**config.mk**
```make
export PLATFORM = sky130hd
export DESIGN_NAME = pipelined_adder
export DESIGN_NICKNAME = d
export VERILOG_FILES = /design/src/rtl/adder_pkg.sv /design/src/rtl/adder_slice.sv /design/src/rtl/pipelined_adder.sv
export SDC_FILE = /design/constraint.sdc
export NUM_CORES = 1
export LEC_CHECK = 0
export ABC_CLOCK_PERIOD_IN_PS = 8200
export CAP_MARGIN = 30
export CORE_ASPECT_RATIO = 0.8
export CORE_MARGIN = 5
export CORE_UTILIZATION = 45
export CTS_CLUSTER_SIZE = 30
export DETAILED_ROUTE_END_ITERATION = 10
export GPL_ROUTABILITY_DRIVEN = 0
export PLACE_DENSITY_LB_ADDON = 0.25
export RECOVER_POWER = 100
export SKIP_LAST_GASP = 1
export SYNTH_ARGS = -nofsm -noshare
export SYNTH_HDL_FRONTEND = slang
export SYNTH_SLANG_ARGS = --single-unit
```
**constraint.sdc**
```tcl
create_clock -name clk -period 8.2 [get_ports clk]
set_clock_uncertainty 0.15 [all_clocks]
set_input_delay 1.64 -clock clk [delete_from_list [all_inputs] [get_ports clk]]
set_output_delay 1.64 -clock clk [all_outputs]
set_load 0.005 [all_outputs]
```
**src/rtl/adder_pkg.sv**
```systemverilog
// Shared defaults and helpers for the pipelined ripple adder.
// The optional overflow output is enabled by defining ADDER_OVF_EN.
package adder_pkg;

  localparam int DEFAULT_WIDTH  = 32;
  localparam int DEFAULT_STAGES = 4;

  // Bits handled by each pipeline stage.
  function automatic int slice_width(input int width, input int stages);
    return width / stages;
  endfunction

endpackage

```
**src/rtl/adder_slice.sv**
```systemverilog
// Combinational SLICE-bit ripple-carry chain of one-bit full adders.
module adder_slice #(
  parameter int SLICE = 8
) (
  input  logic [SLICE-1:0] a,
  input  logic [SLICE-1:0] b,
  input  logic             c_in,
  output logic [SLICE-1:0] sum,
  output logic             c_out
);

  logic [SLICE:0] carry;

  assign carry[0] = c_in;

  for (genvar i = 0; i < SLICE; i++) begin : g_bit
    assign sum[i]       = a[i] ^ b[i] ^ carry[i];
    assign carry[i + 1] = (a[i] & b[i]) | (carry[i] & (a[i] ^ b[i]));
  end

  assign c_out = carry[SLICE];

endmodule

```
**src/rtl/pipelined_adder.sv**
```systemverilog
// Ripple adder split into STAGES registered slices with a valid/ready handshake.
// Define ADDER_OVF_EN to add the two's-complement overflow output ovf.
module pipelined_adder
  import adder_pkg::*;
#(
  parameter int WIDTH  = DEFAULT_WIDTH,
  parameter int STAGES = DEFAULT_STAGES
) (
  input  logic             clk,
  input  logic             rst,
  input  logic             in_valid,
  output logic             in_ready,
  input  logic [WIDTH-1:0] a,
  input  logic [WIDTH-1:0] b,
  input  logic             c_in,
  output logic             out_valid,
  input  logic             out_ready,
  output logic [WIDTH-1:0] sum,
  output logic             c_out
`ifdef ADDER_OVF_EN
  ,
  output logic             ovf
`endif
);

  localparam int SLICE = slice_width(WIDTH, STAGES);
  localparam int LAST  = STAGES - 1;

  logic advance;

  // Stage registers: operands travel whole so the sign bits reach the last stage.
  logic             v_q [STAGES];
  logic [WIDTH-1:0] a_q [STAGES];
  logic [WIDTH-1:0] b_q [STAGES];
  logic [WIDTH-1:0] s_q [STAGES];
  logic             c_q [STAGES];

  // Per-stage inputs (from the ports or the previous stage) and next values.
  logic             v_in  [STAGES];
  logic [WIDTH-1:0] a_in  [STAGES];
  logic [WIDTH-1:0] b_in  [STAGES];
  logic [WIDTH-1:0] s_in  [STAGES];
  logic             cy_in [STAGES];
  logic [WIDTH-1:0] s_nx  [STAGES];
  logic             c_nx  [STAGES];

  // One global stall: every stage moves only when the output can drain.
  assign advance  = !out_valid || out_ready;
  assign in_ready = advance;

  for (genvar k = 0; k < STAGES; k++) begin : g_stage
    logic [SLICE-1:0] slice_sum;
    logic [WIDTH-1:0] merged;

    if (k == 0) begin : g_head
      assign v_in[k]  = in_valid;
      assign a_in[k]  = a;
      assign b_in[k]  = b;
      assign s_in[k]  = '0;
      assign cy_in[k] = c_in;
    end else begin : g_link
      assign v_in[k]  = v_q[k-1];
      assign a_in[k]  = a_q[k-1];
      assign b_in[k]  = b_q[k-1];
      assign s_in[k]  = s_q[k-1];
      assign cy_in[k] = c_q[k-1];
    end

    adder_slice #(
      .SLICE(SLICE)
    ) u_slice (
      .a    (a_in[k][k*SLICE +: SLICE]),
      .b    (b_in[k][k*SLICE +: SLICE]),
      .c_in (cy_in[k]),
      .sum  (slice_sum),
      .c_out(c_nx[k])
    );

    // NOTE: give every always_comb output a full default before any partial
    // update, otherwise untouched bits hold their value and a latch is inferred.
    always_comb begin
      merged                    = s_in[k];
      merged[k*SLICE +: SLICE]  = slice_sum;
    end

    assign s_nx[k] = merged;
  end

  // NOTE: sequential state uses non-blocking assignments so every stage samples
  // the pre-edge value of its predecessor regardless of statement order.
  always_ff @(posedge clk) begin
    if (rst) begin
      // Datapath flops are cleared too, so sum and c_out read 0 after reset.
      for (int k = 0; k < STAGES; k++) begin
        v_q[k] <= 1'b0;
        a_q[k] <= '0;
        b_q[k] <= '0;
        s_q[k] <= '0;
        c_q[k] <= 1'b0;
      end
    end else if (advance) begin
      for (int k = 0; k < STAGES; k++) begin
        v_q[k] <= v_in[k];
        a_q[k] <= a_in[k];
        b_q[k] <= b_in[k];
        s_q[k] <= s_nx[k];
        c_q[k] <= c_nx[k];
      end
    end
  end

  assign out_valid = v_q[LAST];
  assign sum       = s_q[LAST];
  assign c_out     = c_q[LAST];

`ifdef ADDER_OVF_EN
  // Carry into the MSB is a^b^sum there; overflow is that XOR the carry out.
  assign ovf = a_q[LAST][WIDTH-1] ^ b_q[LAST][WIDTH-1] ^ s_q[LAST][WIDTH-1] ^ c_q[LAST];
`endif

endmodule

```
# After elaboration in Yosys (flattened, before gate mapping)

Memory sizes are Yosys's and may differ from the RTL's.
Index checks and enable logic that the tools add are counted.

Bitwise logic cells: 180
Reduce and logical (&&, ||, !) cells: 2
Muxes and demuxes: 25

Operator list:

| kind              | count |
|---|---|
| 32-bit 2-to-1 mux | 12 |
| 1-bit bitwise AND | 64 |
| 1-bit XOR         | 64 |
| 1-bit OR          | 52 |
| 1-bit 2-to-1 mux  | 13 |
| 1-bit logical NOT | 1 |
| 1-bit logical OR  | 1 |

Output and inout port bits: 35
Input bits: 69
RAM bits: 392
Register bits: 0
Word-level logic and storage cells: 212
Memories: 5

Memory list:

| memory | words | bits a word | read ports | clocked after Yosys merged registers in | write ports | RTL line              | RTL |
|---|---|---|---|---|---|---|---|
| a_q    | 4     | 32          | 3          | 0                                       | 4           | pipelined_adder.sv:33 | `logic [WIDTH-1:0] a_q [STAGES];` |
| b_q    | 4     | 32          | 3          | 0                                       | 4           | pipelined_adder.sv:34 | `logic [WIDTH-1:0] b_q [STAGES];` |
| s_q    | 4     | 32          | 4          | 0                                       | 4           | pipelined_adder.sv:35 | `logic [WIDTH-1:0] s_q [STAGES];` |
| c_q    | 4     | 1           | 4          | 0                                       | 4           | pipelined_adder.sv:36 | `logic c_q [STAGES];` |
| v_q    | 4     | 1           | 4          | 0                                       | 4           | pipelined_adder.sv:32 | `logic v_q [STAGES];` |

# Longest topological paths before layout

An unclocked memory read counts as a cell.

Depth in word-level cells: 19
Gate-level depth with buffers: 12
Gate-level depth less buffers: 12

# Cells and area by module

Synthesis repeated with hierarchy kept, for this count alone.

Cells, all modules: 485
Area, all modules: 8732.1 µm²

By module, submodules not included:

| module          | instances | cells each | seq. area each (µm²) | area an instance (µm²) |
|---|---|---|---|---|
| pipelined_adder | 1         | 413        | 5525.3               | 7941.4 |
| adder_slice     | 4         | 18         | 0.0                  | 197.7 |

# Worst setup path after synthesis

No wires, ideal clock.

Kind: input to register
From: in rst
To: mem a_q[0][10] (netlist name) (enable)
Cell stages on the path: 3
Buffers on the path: 2
Setup time: 0.577 ns
Data required time: 7.473 ns
Arrival: 6.406 ns
Setup slack: 1.067 ns
Cell sequence: buf_2 buf_2 nand2b_1

RTL lines:

| item        | RTL line              | RTL |
|---|---|---|
| from (decl) | pipelined_adder.sv:10 | `input logic rst,` |
| to (decl)   | pipelined_adder.sv:33 |  |

==> reports/summary.txt <==
max-cap check violation count: 1
Area contributors post-synth: edfxtp_1 64%, nor3b_2 19%, fa_1 7.4%
Resized Gates After CTS: 0
area fraction of the dominant cell type after synthesis: 0.642
kind of end point of the critical path: register
VDD IR-drop max: 0.0974 mV
share of the yosys chip area belonging to registers: 0.642
number of detailed-routing iterations run before antenna repair: 4
minimum clock period after layout: 6.04 ns
sum of negative setup slack: 0 ns
category of the critical setup timing path: in -> reg
number of failing setup endpoints in the final timing report: 0
number of levels in the clock H-tree: 4
Initial DRC Count: 307
cell accounting for the most synthesized area: edfxtp_1
number of design rule violations left after detail routing: 0
hold violation count in the final report: 0
total half-perimeter wirelength after legalization and detailed placement: 7980 um
worst slew pin tran: 3.85 ns
R2R setup slack: 3.40 ns
Std-Cell Rows: 45
violations in the final reports: capacitance limit, slew limit
global-route congestion overflow total: 0
antenna violation net count after detailed routing: 0
worst endpoint required time: 8.11 ns
wire length reported by the detailed router: 13700 um
number of nets produced by synthesis: 571
post-CTS setup buffer count: 0
final worst-path cycle share: 0.736
clock tree root buffer cell: clkbuf_16
synthesized area per cell: 18.3 sq um
result of the run: finished, violations left
Worst Hold Path Cells: 1
Buffers on Ports: 103
area of the die: 0.0220 sq mm
peak clock frequency supported by timing: 0.166 GHz
delay of the slowest cell on the worst path: 2.75 ns
Synth Register Bits: 184
WL per Instance: 16.5 um
Cell Chain, Critical Path: dlygate4sd3_1 -> nor2b_1 -> nand2b_1 -> clkbuf_1 -> buf_12
path class of the lowest-slack min-delay path: reg -> reg
maximum count of clock buffers along a single path: 2
Max Slew Vio Count: 73
depth of the most critical reg-to-reg path: 4
post-detailed-route via-to-cell ratio: 4.84
critical path launch point type: input pin
maximum fanout along the worst path: 104
maximum number of pins on one net before global-route repair: 185
layout overhead on the synthesized area: 12.0%
Leak: 3.66 nW
Inserted Clock Buffers: 17
share of cells above drive strength 1: 0.0653
clock slew at reported path FFs: 0.07 ns
warnings from Yosys: 0
global router's overall resource usage: 0.130
worst rel slew slack: -1.57
global-route wire length before repair: 22200 um
number of buffers inserted by hold repair at cts: 0
initial core utilization: 0.456
via count: 3992
Synth Instances: 470
vias in the first global route: 4231
sinks on the clock net: 184
standard cell core area: 0.0189 sq mm
insertion delay of the later-clocked pin in the worst-skew pair: 0.42 ns
cell with the largest stage delay on the worst path: clkbuf_1
final hold slack: 0.419 ns
number of ports placed on the die boundary: 104
power density cells: 214 mW/mm^2
diode insertion count for antenna repair: 0
DIE HEIGHT: 134 um
number of antenna violations at the first check in global routing: 0
unrepaired setup endpoints after global routing: no
area of the mapped netlist: 0.00860 sq mm
count of cell types in the netlist: 12
endpoint arrival time on the critical path: 5.94 ns
total power: 2.06 mW
TritonCTS clock tree: done
floorplan die width: 165 um
net total in the final layout: 656
[cell families (layout without fill, tap and decap cells)]
family | Yosys count | in the layout | share of synthesized area
fa+ha+maj | 32 | 32 | 0.0745
flops | 184 | 184 | 0.642
simple gates | 186 | 186 | 0.234
buf+inv | 68 | 165 | 0.0489
[placed cells by master (no fill, tap or decap), drive strengths merged]
master / instances
edfxtp: 184
nor3b: 174
clkdlybuf4s50: 65
dlygate4sd3: 37
fa: 32
inv: 30
clkbuf: 19
nor3: 10
clkinv: 5
buf: 4
clkinvlp: 3
bufinv: 2
nor2b: 1
nand2b: 1
[cells in the mapped netlist, drive strengths merged]
master,number
nand2b,1
nor3,10
buf,39
fa,32
clkbuf,3
nor2b,1
inv,26
nor3b,174
edfxtp,184
[worst paths after layout]
path,start,to
worst min register to register,s_q[2][7],s_q[3][7]
worst max-delay path,out_ready,b_q[0][48]
worst max register to register,v_q[3],b_q[0][48]
worst min-delay path,s_q[2][7],s_q[3][7]
[sequential cells by signal, indices dropped and copies added, names as in the netlist]
register and cells:
v_q 4, a_q 48, s_q 80, b_q 48, c_q 4
[per-layer routing]
layer,vias to the layer above,track usage,share of wire
li1,1894,-,-
met1,2020,0.179,0.46
met2,67,0.195,0.48
met3,11,0.0374,0.046
met4,0,0.0485,0.011
met5,-,0,0
[per-stage QoR]
step           worst slack (ns)  area (sq um)  cells  utilization
6_report                   2.16          9630    825        0.511
3_5_place_dp               2.48          9730    794        0.516
3_3_place_gp               2.53          9710    793        0.515
5_1_grt                    1.83          9630    825        0.511
2_1_floorplan              1.07          8600    470            -
4_1_cts                    2.91         10300    825        0.546
[critical path: cells and delay by family]
kind	cells	cell delay (ns)
buf+inv	3	3.73
simple gates	2	0.44
[report_power, final]
group          switching (mW)  internal (mW)
sequential             0.0177           1.10
combinational          0.0598         0.0854
clock                   0.353          0.450
[area by class of cell]
class                           count  area [sq um]
Inverter                           26          97.6
Clock buffer                       17           425
Sequential cell                   184          5530
Clock inverter                     14           149
Tap cell                          258           323
Timing Repair Buffer              108          1090
Multi-Input combinational cell    218          2020
Fill cell                        1644          9230
Note: power is estimated with default switching activity, not from simulation.
